## config.mk

```make
export PLATFORM = sky130hd
export DESIGN_NAME = spi_regbank_4mb
export DESIGN_NICKNAME = d
export VERILOG_FILES = /design/src/rtl/spi_regbank_4mb_pkg.sv /design/src/rtl/spi_event_reg_4mb.sv /design/src/rtl/spi_regbank_4mb.sv
export SDC_FILE = /design/constraint.sdc
export NUM_CORES = 1
export LEC_CHECK = 0
export CAP_MARGIN = 20
export CORE_UTILIZATION = 24
export DETAILED_ROUTE_END_ITERATION = 8
export PLACE_DENSITY = 0.5
export SYNTH_ARGS = -nofsm -noshare
export SYNTH_HDL_FRONTEND = slang
export SYNTH_SLANG_ARGS = --single-unit
```

## constraint.sdc

```tcl
create_clock -name clk_100m -period 5.3 [get_ports clk_100m]
set_input_delay 1.06 -clock clk_100m [delete_from_list [all_inputs] [get_ports clk_100m]]
set_output_delay 1.06 -clock clk_100m [all_outputs]
set_load 0.01 [all_outputs]
```

## src/rtl/spi_regbank_4mb_pkg.sv

```systemverilog
// Shared 4MB register-bank constants: address map, defaults, write decode.
// SPI_REGBANK_IRQ_EN adds IRQ_MASK at 0x0007 as a writable register.
package spi_regbank_4mb_pkg;

  localparam logic [15:0] ADDR_VERSION  = 16'h0000;
  localparam logic [15:0] ADDR_SCRATCH  = 16'h0001;
  localparam logic [15:0] ADDR_CTRL     = 16'h0002;
  localparam logic [15:0] ADDR_CMD      = 16'h0003;
  localparam logic [15:0] ADDR_STATUS   = 16'h0004;
  localparam logic [15:0] ADDR_EVENT    = 16'h0005;
  localparam logic [15:0] ADDR_CNT      = 16'h0006;
  localparam logic [15:0] ADDR_IRQ_MASK = 16'h0007;

  localparam logic [15:0] ADDR_IDLE = 16'hFFFF;

  localparam logic [31:0] DEF_VERSION      = 32'h0001_0000;
  localparam logic [31:0] DEF_BAD_ADDR_VAL = 32'hDEAD_BEEF;

  function automatic logic wr_ok(input logic [15:0] a);
`ifdef SPI_REGBANK_IRQ_EN
    return (a == ADDR_SCRATCH) || (a == ADDR_CTRL) ||
           (a == ADDR_CMD) || (a == ADDR_IRQ_MASK);
`else
    return (a == ADDR_SCRATCH) || (a == ADDR_CTRL) ||
           (a == ADDR_CMD);
`endif
  endfunction

endpackage

```

## src/rtl/spi_event_reg_4mb.sv

```systemverilog
// Sticky event bits with snapshot-on-capture and masked clear-on-commit.
// A set arriving in the commit cycle wins over the clear.
module spi_event_reg_4mb
  import spi_regbank_4mb_pkg::*;
#(
  parameter int EVT_W = 16
) (
  input  logic             clk_100m,
  input  logic             rst_syn,
  input  logic [EVT_W-1:0] set,
  input  logic             capture,
  input  logic             discard,
  input  logic             commit,
  output logic [EVT_W-1:0] bits,
  output logic [EVT_W-1:0] snap
);

  logic [EVT_W-1:0] clr;

  assign clr = commit ? snap : '0;

  always_ff @(posedge clk_100m) begin
    if (rst_syn) begin
      bits <= '0;
      snap <= '0;
    end else begin
      bits <= (bits & ~clr) | set;
      if (capture)
        snap <= bits;
      else if (discard || commit)
        snap <= '0;
    end
  end

endmodule

```

## src/rtl/spi_regbank_4mb.sv

```systemverilog
// SPI-slave register bank: prefetched reads, strobed writes, sticky events.
// Define SPI_REGBANK_IRQ_EN for IRQ_MASK at 0x0007 and the irq output.
module spi_regbank_4mb
  import spi_regbank_4mb_pkg::*;
#(
  parameter logic [31:0] VERSION      = DEF_VERSION,
  parameter logic [31:0] BAD_ADDR_VAL = DEF_BAD_ADDR_VAL,
  parameter int          EVT_W        = 16
) (
  input  logic             clk_100m,
  input  logic             rst_syn,
  input  logic [15:0]      addr,
  input  logic             addr_rdy,
  input  logic [31:0]      data_mosi,
  input  logic             data_mosi_rdy,
  input  logic             data_miso_rdy,
  output logic [31:0]      data_miso,
  output logic [31:0]      ctrl_out,
  output logic [31:0]      cmd_pulse,
  input  logic [31:0]      status_in,
  input  logic [EVT_W-1:0] evt_in,
  output logic             wr_err
`ifdef SPI_REGBANK_IRQ_EN
  ,
  output logic             irq
`endif
);

  logic             addr_rdy_d;
  logic             prefetch;
  logic [15:0]      cur_addr;
  logic [31:0]      scratch;
  logic [15:0]      wr_cnt;
  logic [15:0]      rd_cnt;
  logic [31:0]      rd_mux;
  logic             commit;
  logic [EVT_W-1:0] evt_bits;
  logic [EVT_W-1:0] evt_snap;
`ifdef SPI_REGBANK_IRQ_EN
  logic [31:0]      irq_mask;
`endif

  assign commit = data_miso_rdy && (cur_addr == ADDR_EVENT);

  spi_event_reg_4mb #(
    .EVT_W(EVT_W)
  ) u_evt (
    .clk_100m(clk_100m),
    .rst_syn (rst_syn),
    .set     (evt_in),
    .capture (addr_rdy_d),
    .discard (addr_rdy),
    .commit  (commit),
    .bits    (evt_bits),
    .snap    (evt_snap)
  );

  // EVENT reads the snapshot so that exactly what is returned gets cleared
  always_comb begin
    rd_mux = BAD_ADDR_VAL;
    unique case (1'b1)
      cur_addr == ADDR_VERSION:  rd_mux = VERSION;
      cur_addr == ADDR_SCRATCH:  rd_mux = scratch;
      cur_addr == ADDR_CTRL:     rd_mux = ctrl_out;
      cur_addr == ADDR_CMD:      rd_mux = '0;
      cur_addr == ADDR_STATUS:   rd_mux = status_in;
      cur_addr == ADDR_EVENT:    rd_mux = 32'(evt_snap);
      cur_addr == ADDR_CNT:      rd_mux = {wr_cnt, rd_cnt};
`ifdef SPI_REGBANK_IRQ_EN
      cur_addr == ADDR_IRQ_MASK: rd_mux = irq_mask;
`endif
      default:                   rd_mux = BAD_ADDR_VAL;
    endcase
  end

  always_ff @(posedge clk_100m) begin
    if (rst_syn) begin
      addr_rdy_d <= 1'b0;
      prefetch   <= 1'b0;
      cur_addr   <= ADDR_IDLE;
      data_miso  <= '0;
      scratch    <= '0;
      ctrl_out   <= '0;
      cmd_pulse  <= '0;
      wr_err     <= 1'b0;
      wr_cnt     <= '0;
      rd_cnt     <= '0;
    end else begin
      addr_rdy_d <= addr_rdy;
      prefetch   <= addr_rdy_d;
      cmd_pulse  <= '0;
      wr_err     <= 1'b0;
      if (addr_rdy_d)
        cur_addr <= addr;
      if (prefetch)
        data_miso <= rd_mux;
      if (data_mosi_rdy) begin
        if (wr_ok(cur_addr))
          wr_cnt <= wr_cnt + 16'd1;
        else
          wr_err <= 1'b1;
        unique case (1'b1)
          cur_addr == ADDR_SCRATCH: scratch   <= data_mosi;
          cur_addr == ADDR_CTRL:    ctrl_out  <= data_mosi;
          cur_addr == ADDR_CMD:     cmd_pulse <= data_mosi;
          default: ;
        endcase
      end
      if (data_miso_rdy)
        rd_cnt <= rd_cnt + 16'd1;
    end
  end

`ifdef SPI_REGBANK_IRQ_EN
  always_ff @(posedge clk_100m) begin
    if (rst_syn) begin
      irq_mask <= '0;
      irq      <= 1'b0;
    end else begin
      if (data_mosi_rdy && (cur_addr == ADDR_IRQ_MASK))
        irq_mask <= data_mosi;
      irq <= |(evt_bits & irq_mask[EVT_W-1:0]);
    end
  end
`endif

endmodule

```

==> After elaboration in Yosys (flattened, before gate mapping) <==
Index checks and enable logic that the tools add are counted.
{ "classes": {"add_sub_neg": 2, "n_eq_ne": 6, "muxes": 5, "bitwise_logic": 5, "reduce_logical": 11} }
{ "op_table": {"columns": ["op", "count"], "rows": [
  ["$pmux 32 s7", 1],
  ["$eq 16x3->1 const B", 3],
  ["$mux 16", 3],
  ["$add 16x1->16 const B", 2],
  ["$eq 16x2->1 const B", 2],
  ["$and 16x16->16", 1],
  ["$eq 16x1->1 const B", 1],
  ["$logic_not 16->1", 1],
  ["$not 16->16", 1],
  ["$or 16x16->16", 1],
  ["$reduce_and 2->1", 3],
  ["$logic_or 1x1->1", 3],
  ["$reduce_or 3->1", 1],
  ["$not 1->1", 2],
  ["$reduce_bool 2->1", 1],
  ["$reduce_or 2->1", 1],
  ["$logic_and 1x1->1", 1],
  ["$mux 1", 1]
]} }
{ "word_totals": {"reg_bits": 211, "in_bits": 101, "output_inout_bits": 97, "word_cells": 41} }

==> Logic depth before layout (Yosys ltp) <==
Gate-level depths: netlist of run 1.
{ "logic_depth": {"ltp_word": 6, "mapped_depth": 7, "depth_no_buf": 5} }

==> Modules after synthesis <==
From an unflattened synthesis of run 1, not the netlist that was laid out.
{ "unflattened": {"hier_cells": 918, "hier_area_um2": 8439.3} }
{ "modules_own_cells": {"columns": ["module", "n_inst", "cells_per_inst", "area_per_inst_um2", "seq_area_each_um2"], "rows": [
  ["spi_regbank_4mb", 1, 796, 7163.1, 3583.4],
  ["spi_event_reg_4mb", 1, 122, 1276.2, 640.6]
]} }

==> Least setup slack after synthesis of run 1 <==
OpenSTA, ideal clock, no wires.
{ "synth_timing": {"kind": "in2reg", "startpoint": "in data_mosi_rdy", "endpoint": "reg wr_cnt[13]", "setup_time_ns": 0.121, "t_arrival_ns": 2.245, "required_ns": 5.179, "slack_ns": 2.934, "path_stages": 5, "path_buffers": 2, "cell_sequence": "clkbuf_1 -> nand3_1 -> clkbuf_1 -> nor4_1 -> mux2_2"} }
{ "synth_between": {"elab_chain_len": 1} }
{ "synth_lines": {"columns": ["item", "line_no", "text"], "rows": [
  ["start, declared", "spi_regbank_4mb.sv:15", "input logic data_mosi_rdy,"],
  ["$reduce_and 2->1 (no source line)", null, null],
  ["end signal, assigned", "spi_regbank_4mb.sv:99", "wr_cnt <= wr_cnt + 16'd1;"],
  ["end, declared", "spi_regbank_4mb.sv:33", "logic [15:0] wr_cnt;"]
]} }
Every way passes these cells.
A chain may end at the register's enable or synchronous reset.

==> Worst setup path in the final report of run 1 <==
{ "layout_timing": {"startpoint": "in data_mosi_rdy", "endpoint": "reg wr_cnt[15]"} }
The elaborated chain is that of the path after synthesis.

==> impl_metrics.tcl, run 1 <==
set metrics [dict create \
    synth-main-ff-cell "dfxtp_1" \
    fill_cells 3818 \
    ys_top_cells_by_count "211 x dfxtp_1, 106 x a21oi_1, 93 x nand3_1" \
    synth_compound_area_frac 0.2556 \
    ctsHoldBuffers 0 \
    area_growth_pct 36.31 \
    min_to "u_evt.snap[8]" \
    ios 198 \
    grt_pass1_wl_um 49930 \
    hold_path_class "reg2reg" \
    final-seq-area_um2 4224 \
    yosysUniqueCellTypes 56 \
    worst-path-max-fanout 22 \
    cts_tree "yes" \
    cts_buffer_depth 3 \
    hpwl_um 22110 \
    synth_top_family_by_area "compound AO/OA/AOI/OAI gates" \
    nNetsFinal 1250 \
    firstDrtPassIters 6 \
    critPathKind "in2reg" \
    die_x_um 194.9 \
    grt.overflow.total 0 \
    clk_latency_ns 0.52 \
    synth_largest_area_cell "dfxtp_1" \
    wl_per_cell_um 19.80 \
    synth_cells 989 \
    route.detailed.drc 0 \
    whs_ns 0.4652 \
    synth_most_common_cell "dfxtp_1" \
    dpl_cell_area_um2 11300 \
    initial_core_util 0.2438 \
    antenna_cells 0 \
    met1_usage 0.2446 \
    gr-usage-all-layers 0.1683 \
    layout-drive-gt1-share 0.08333 \
    synthArstFlopShare 0 \
    fp.dieH_um 194.9 \
    cts_made_buffers 26 \
    cts_root_buf "clkbuf_16" \
    fmax_mhz 312.0 \
    vias_per_cell 5.088 \
    tightest_slew_ns 0.9696 \
    post-cts-setup-buffers 0 \
    die_area_um2 37970 \
    vias 8303 \
    gr-usage-met2 0.2466 \
    status "finished clean" \
    synthAdderAreaFrac 0.002803 \
    antenna_found_initial 0 \
    reg2reg_to "cmd_pulse[30]" \
    portBuffers 197 \
    synth_top_area_frac 0.4732 \
    fin_area_um2 12170 \
    rrSetupSlack_ns 2.56 \
    fin_crit_sh 0.6048 \
    cp.arrival_ns 3.62 \
    synth_xor_xnor_area_share 0.01177 \
    grt_setup_unrepaired "no" \
    cap_violations 0 \
    critPathSlowestCell "clkdlybuf4s50_1" \
    path_clk_slew_ns 0.06 \
    grt_pass1_vias 8087 \
    r2r-start "cur_addr[15]" \
    post_cts_resized 0 \
    top_usage_layer "met2" \
    p_per_area_nw_per_um2 299.3 \
    hold_violations 0 \
    synthSimpleGateAreaFrac 0.1858 \
    wl_um 32310 \
    hold_start "u_evt.bits[8]" \
    grtUsageMet3 0.02863 \
    synth_seq_area_share 0.4732 \
    row_count 70 \
    slew_violations 0 \
    detail-route-antenna-nets 0 \
    cts_max_level 1 \
    multi_input_area_um2 4247 \
    peakVddDrop_v 0.0001944 \
    netlist_top_cells_area "dfxtp_1 47%, a21oi_1 5.9%, nand3_1 5.2%" \
    setup_viol 0 \
    clock_sinks 211 \
    ys_ff_latch 211 \
    netlist_area_um2 8927 \
    syn_avg_cell_area_um2 9.027 \
    layout_min_cycle_time_ns 3.205 \
    max_stage_delay_ns 1.10 \
    hold_depth 1 \
    synth_edf_count 0 \
    routabilityCongestion 0.7964 \
    coreArea_um2 36610 \
    slew-limit-headroom 0.3516 \
    muxShareOfSynthArea 0.01556 \
    fin_skew_ns 0.01249 \
    crit_chain "clkdlybuf4s50_1, nand3_1, nor4_1, mux2_2" \
    drt_iter0_markers 613 \
    grt_max_degree 64 \
    fin_setup_tns_ns 0 \
    cp-end-kind "flop" \
    worstPathRequired_ns 5.71 \
    total_leakage_power_nw 4.118 \
    syn_nets 1092 \
    start_kind "input port" \
    worstRegToRegCells 5 \
    yosys_warnings 0 \
]
[worst max-delay path by stage]
stage | slack, ns | end | cells past startpoint | from
floorplan | 2.93 | wr_cnt[13] | 5 | data_mosi_rdy
global placement | 1.71 | ctrl_out[24] | 6 | data_mosi_rdy
detailed placement | 1.65 | wr_cnt[15] | 4 | data_mosi_rdy
CTS | 2.20 | wr_cnt[15] | 4 | data_mosi_rdy
global route | 1.96 | wr_cnt[15] | 4 | data_mosi_rdy
finish | 2.09 | wr_cnt[15] | 4 | data_mosi_rdy
[worst max-delay path: cells and delay by family]
kind / cells / cell delay (ns)
buffers and inverters: 1 / 1.10
and+or+nand+nor: 2 / 1.07
muxes: 1 / 0.37
[state kept, by name, indices dropped and copies added, names as in the netlist]
name        cells
cmd_pulse      32
ctrl_out       32
data_miso      32
scratch        32
cur_addr       16
rd_cnt         16
u_evt.bits     16
u_evt.snap     16
wr_cnt         16
addr_rdy_d      1
prefetch        1
wr_err          1
[placed cells by master, fill, tap and decap left out, types with 7 or more instances in the layout]
| cell | count |
|---|---|
| clkbuf_16 | 27 |
| a2111oi_0 | 10 |
| a22oi_1 | 36 |
| xnor2_1 | 9 |
| inv_1 | 25 |
| o21bai_1 | 24 |
| nand2_1 | 9 |
| nor2_1 | 26 |
| nor2b_1 | 30 |
| dfxtp_1 | 211 |
| buf_4 | 22 |
| clkdlybuf4s50_1 | 196 |
| a211o_1 | 19 |
| a21oi_1 | 106 |
| nor4_1 | 9 |
| o21ai_0 | 86 |
| and2_1 | 43 |
| or3_1 | 7 |
| nand4_1 | 11 |
| a2bb2oi_1 | 13 |
| nand3_1 | 93 |
| a22o_1 | 21 |
| mux2_2 | 7 |
| nor3_1 | 13 |
| a31oi_1 | 16 |
[routing by layer]
metal	share of wire	wire [µm]	vias to the layer above
li1	-	-	3955
met1	0.48	15550	4025
met2	0.42	13670	269
met3	0.063	2039	54
met4	0.032	1050	0
met5	0	0	-
[layout make-up]
class,instances,area share
clock buffer,37,0.06272
sequential,211,0.3471
inverter,25,0.007711
tap,468,0.04812
multi-input combinational,661,0.3490
clock inverter,8,0.005552
timing repair buffer,222,0.1798
[kinds of logic after synthesis]
logic type / Yosys count
mux: 13
compound gates: 355
flops: 211
simple gates: 279
fa+ha+maj: 2
xor+xnor: 12
buf+inv: 117
[stage by stage]
step           power [mW]  instances  worst slack (ns)  utilization
6_report            3.642       1632             2.095       0.3324
5_1_grt             3.776       1632             1.963       0.3324
4_1_cts             3.682       1630             2.196       0.3313
3_5_place_dp        1.939       1585             1.646       0.3086
3_3_place_gp        1.935       1581             1.712       0.3076
2_1_floorplan       1.781        989             2.934            -
[report_power, final]
part	leakage (nW)	internal, mW	total [mW]	switching [mW]
registers	1.71	1.62	1.65	0.0277
logic	1.99	0.131	0.259	0.129
clock network	0.412	1.04	1.74	0.693
total	4.12	2.79	3.64	0.850
No activity file was read; power rests on OpenSTA's default activity.
==> run 2: changes to the inputs <==
==> constraint.sdc (replaced) <==
create_clock -name clk_100m -period 3 [get_ports clk_100m]
set_input_delay 0.6 -clock clk_100m [delete_from_list [all_inputs] [get_ports clk_100m]]
set_output_delay 0.6 -clock clk_100m [all_outputs]
set_load 0.01 [all_outputs]
==> impl_metrics.tcl, run 2 (synthesized netlist as in run 1, its figures left out) <==
set metrics [dict create \
    status "finished clean" \
    portBuffers 197 \
    grt_pass1_wl_um 49300 \
    multi_input_area_um2 4238 \
    total_leakage_power_nw 4.164 \
    critPathSlowestCell "nor4_2" \
    cts_buffer_depth 3 \
    grt_max_degree 48 \
    setup_viol 0 \
    start_kind "flop" \
    rrSetupSlack_ns 0.70 \
    grt_pass1_vias 8009 \
    ctsHoldBuffers 0 \
    route.detailed.drc 0 \
    grt_setup_unrepaired "no" \
    gr-usage-all-layers 0.1646 \
    nNetsFinal 1262 \
    tightest_slew_ns 0.7088 \
    max_stage_delay_ns 0.66 \
    peakVddDrop_v 0.0003665 \
    fp.dieH_um 194.9 \
    area_growth_pct 37.44 \
    row_count 70 \
    critPathKind "reg2reg" \
    hold_violations 0 \
    routabilityCongestion 0.8166 \
    cts_tree "yes" \
    post_cts_resized 0 \
    fin_crit_sh 0.7677 \
    worstPathRequired_ns 3.47 \
    cts_root_buf "clkbuf_16" \
    antenna_cells 0 \
    antenna_found_initial 0 \
    wl_per_cell_um 19.36 \
    final_cell_mix "211 x dfxtp_1, 196 x clkdlybuf4s50_1, 106 x a21oi_1" \
    clk_latency_ns 0.54 \
    crit_top_cell "buf_4" \
    vias 8223 \
    p_per_area_nw_per_um2 533.0 \
    final_common_cell "dfxtp_1" \
    slew-limit-headroom 0.5235 \
    hold_path_class "reg2reg" \
    layout-drive-gt1-share 0.09330 \
    cp_num_buf_inv 2 \
    reg2reg_to "cmd_pulse[30]" \
    cp.arrival_ns 2.77 \
    initial_core_util 0.2438 \
    fmax_mhz 434.2 \
    hold_depth 1 \
    r2r-start "cur_addr[15]" \
    fill_cells 3769 \
    detail-route-antenna-nets 0 \
    ios 198 \
    die_area_um2 37970 \
    fin_skew_ns 0.02075 \
    final.setup.worst_slack_ns 0.6970 \
    cap_violations 0 \
    cts_max_level 1 \
    fin_setup_tns_ns 0 \
    cp-end-kind "flop" \
    post-cts-setup-buffers 0 \
    min_to "u_evt.snap[0]" \
    crit_family "simple AND/OR/NAND/NOR gates" \
    worstRegToRegCells 6 \
    hold_start "u_evt.bits[0]" \
    hpwl_um 22310 \
    grt.overflow.total 0 \
    die_x_um 194.9 \
    slew_violations 0 \
    coreArea_um2 36610 \
    vias_per_cell 4.993 \
    clock_sinks 211 \
    worst-path-max-fanout 35 \
    wl_um 31880 \
    path_clk_slew_ns 0.07 \
    crit_chain "nor4_2, nand3_2, buf_4, nor4_4, buf_4, and2_1" \
    place_worst_setup_slack_ns 0.5377 \
    layout_min_cycle_time_ns 2.303 \
    firstDrtPassIters 5 \
    final-seq-area_um2 4224 \
    cts_made_buffers 26 \
    drt_iter0_markers 612 \
]
run 2: cell count changes in the layout (fill, tap and decap cells not counted), sizes merged:
cell,before,now
buf,26,38
clkinvlp,1,3
inv,25,27
bufinv,1,2
clkbuf,37,36
clkinv,6,5
run 2: cell type report:
class	count	area share
repair buffers	234	0.1842
clock buffers	36	0.05945
multi-input cells	661	0.3454
clock inverters	12	0.01132
inverters	25	0.007648
well taps	468	0.04773
flip-flops and latches	211	0.3443
run 2: layer usage:
metal	GRT usage	routed length, µm	part of all wire
met5	0	0	0
met4	0.03762	620	0.019
met3	0.02464	1606	0.050
met2	0.2566	13970	0.44
met1	0.2374	15690	0.49
run 2: how the worst max path moves through the flow:
stage | start | to | slack (ns) | depth (start not counted)
2_1_floorplan | data_mosi_rdy | wr_cnt[13] | 1.09 | 5
3_3_place_gp | data_mosi_rdy | wr_cnt[15] | 0.58 | 4
3_5_place_dp | data_mosi_rdy | wr_cnt[15] | 0.54 | 4
4_1_cts | cur_addr[15] | cmd_pulse[3] | 0.69 | 6
5_1_grt | cur_addr[15] | cmd_pulse[20] | 0.44 | 6
6_report | cur_addr[15] | cmd_pulse[30] | 0.70 | 6
run 2: metrics by stage:
stage,power [mW],hold WS [ns],cell area (µm²),utilization,instances
finish,6.539,0.4635,12270,0.3351,1647
global placement,3.421,0.4461,11390,0.3112,1598
detailed placement,3.425,0.4537,11400,0.3114,1599
floorplan,3.147,0.4427,8927,-,989
CTS,6.631,0.4647,12270,0.3351,1647
global route,6.781,0.4861,12270,0.3351,1647
run 2: power by group:
part | total, mW | leakage, nW | switching (mW) | internal (mW)
logic | 0.455 | 2.04 | 0.223 | 0.232
clock network | 3.18 | 0.415 | 1.29 | 1.89
registers | 2.91 | 1.71 | 0.0447 | 2.86
total | 6.54 | 4.16 | 1.56 | 4.98
==> run 3: changes to the inputs <==
--- a/config.mk
+++ b/config.mk
@@ -8,7 +8,7 @@
 export CAP_MARGIN = 20
 export CORE_UTILIZATION = 24
 export DETAILED_ROUTE_END_ITERATION = 8
-export PLACE_DENSITY = 0.5
+export PLACE_DENSITY = 0.52
 export SYNTH_ARGS = -nofsm -noshare
 export SYNTH_HDL_FRONTEND = slang
 export SYNTH_SLANG_ARGS = --single-unit
==> constraint.sdc (replaced) <==
create_clock -name clk_100m -period 2.1 [get_ports clk_100m]
set_input_delay 0.42 -clock clk_100m [delete_from_list [all_inputs] [get_ports clk_100m]]
set_output_delay 0.42 -clock clk_100m [all_outputs]
set_load 0.01 [all_outputs]
==> impl_metrics.tcl, run 3 (synthesized netlist as in run 1, its figures left out) <==
set metrics [dict create \
    final-seq-area_um2 4224 \
    clock_sinks 211 \
    start_kind "flop" \
    antenna_cells 0 \
    route.detailed.drc 0 \
    cts_tree "yes" \
    worst-path-max-fanout 3 \
    p_seq_frac 0.433 \
    cp_num_buf_inv 1 \
    power.internal_mw 7.470 \
    fmax_mhz 507.4 \
    p_per_area_nw_per_um2 764.0 \
    ios 198 \
    final_util 0.3430 \
    hold_path_class "in2reg" \
    cts_max_level 1 \
    cts_made_buffers 26 \
    fill_cells 3799 \
    fp.dieH_um 194.9 \
    status "finished clean" \
    die_area_um2 37970 \
    routabilityCongestion 0.8619 \
    clk_latency_ns 0.53 \
    crit_family "buffers and inverters" \
    grt_pass1_vias 8026 \
    fin_crit_sh 0.9385 \
    slew_violations 0 \
    initial_core_util 0.2438 \
    vias_per_cell 5.009 \
    fin_skew_ns 0.009852 \
    power_frac_clock 0.497 \
    switching_share 0.2213 \
    row_count 70 \
    grt.overflow.total 0 \
    critPathKind "reg2out" \
    wl_per_cell_um 19.35 \
    drt_iter0_markers 716 \
    cap_violations 0 \
    max_stage_delay_ns 0.59 \
    worstPathRequired_ns 1.68 \
    crit_chain "clkdlybuf4s50_1" \
    hold_violations 0 \
    multi_input_area_um2 4247 \
    final_common_cell "dfxtp_1" \
    combPwrFrac 0.070 \
    firstDrtPassIters 5 \
    grt_max_degree 89 \
    layout-drive-gt1-share 0.09941 \
    vias 8290 \
    final_cell_mix "211 x dfxtp_1, 196 x clkdlybuf4s50_1, 106 x a21oi_1" \
    cts_buffer_depth 3 \
    area_growth_pct 40.64 \
    portBuffers 197 \
    grt_pass1_wl_um 49090 \
    hpwl_um 22220 \
    setup_viol 0 \
    dpl.cell_count 1610 \
    critPathSlowestCell "clkdlybuf4s50_1" \
    wl_um 32020 \
    total_leakage_power_nw 4.307 \
    nNetsFinal 1273 \
    cts_root_buf "clkbuf_16" \
    coreArea_um2 36610 \
    antenna_found_initial 0 \
    layout_min_cycle_time_ns 1.971 \
    path_clk_slew_ns 0.06 \
    switching_power_mw 2.122 \
    tightest_slew_ns 0.4996 \
    peakVddDrop_v 0.0005325 \
    cp-end-kind "primary output" \
    gr-usage-all-layers 0.1648 \
    die_x_um 194.9 \
    final_cells 1655 \
    cp.arrival_ns 1.55 \
    detail-route-antenna-nets 0 \
    slew-limit-headroom 0.6669 \
    ctsHoldBuffers 0 \
]
run 3: through the flow:
stage                     hold WS [ns]   TNS, ns  instance area, µm²  power, mW  setup slack (ns)
after floorplan                 0.4427         0                8927      4.495            0.1988
after global placement          0.4465    -3.609               11630      4.906          -0.07645
after detailed placement        0.4522    -9.071               11630      4.911           -0.1306
after CTS                       0.1240         0               12550      9.733           0.07261
after global routing            0.1383  -0.01254               12560      9.957          -0.01254
final                           0.1406         0               12560      9.593            0.1292
run 3: power groups by stage:
stage	Combinational (mW)	Sequential (mW)	Clock [mW]
final	0.675	4.15	4.77
after floorplan	0.267	4.23	0
after detailed placement	0.675	4.24	0
after CTS	0.678	4.15	4.91
after global placement	0.672	4.23	0
after global routing	0.725	4.16	5.07
run 3: final timing paths:
path | startpoint | end | slack, ns | depth (start not counted)
worst max-delay path | ctrl_out[14] | ctrl_out[14] | 0.13 | 1
worst min-delay path | rst_syn | addr_rdy_d | 0.14 | 2
worst max register to register | cur_addr[15] | data_miso[31] | 0.14 | 6
worst min register to register | u_evt.bits[5] | u_evt.snap[5] | 0.46 | 1
run 3: per-layer routing:
metal / up-vias / GRT usage / part of all wire
met2: 261 / 0.2512 / 0.44
met1: 3972 / 0.2319 / 0.48
met4: 0 / 0.04491 / 0.025
met3: 48 / 0.03713 / 0.065
li1: 4009 / - / -
met5: - / 0 / 0
run 3: what timing repair did:
action / 4_1_cts / 5_1_grt
gates resized for setup: 0 / 1
setup buffers: 0 / 0
setup endpoints to repair: 0 / 5
run 3: final cells by class:
type / count / area share
clock buffer: 40 / 0.06248
tap: 468 / 0.04664
sequential: 211 / 0.3364
timing repair buffer: 245 / 0.1985
clock inverter: 5 / 0.01026
multi-input combinational: 661 / 0.3382
inverter: 25 / 0.007474
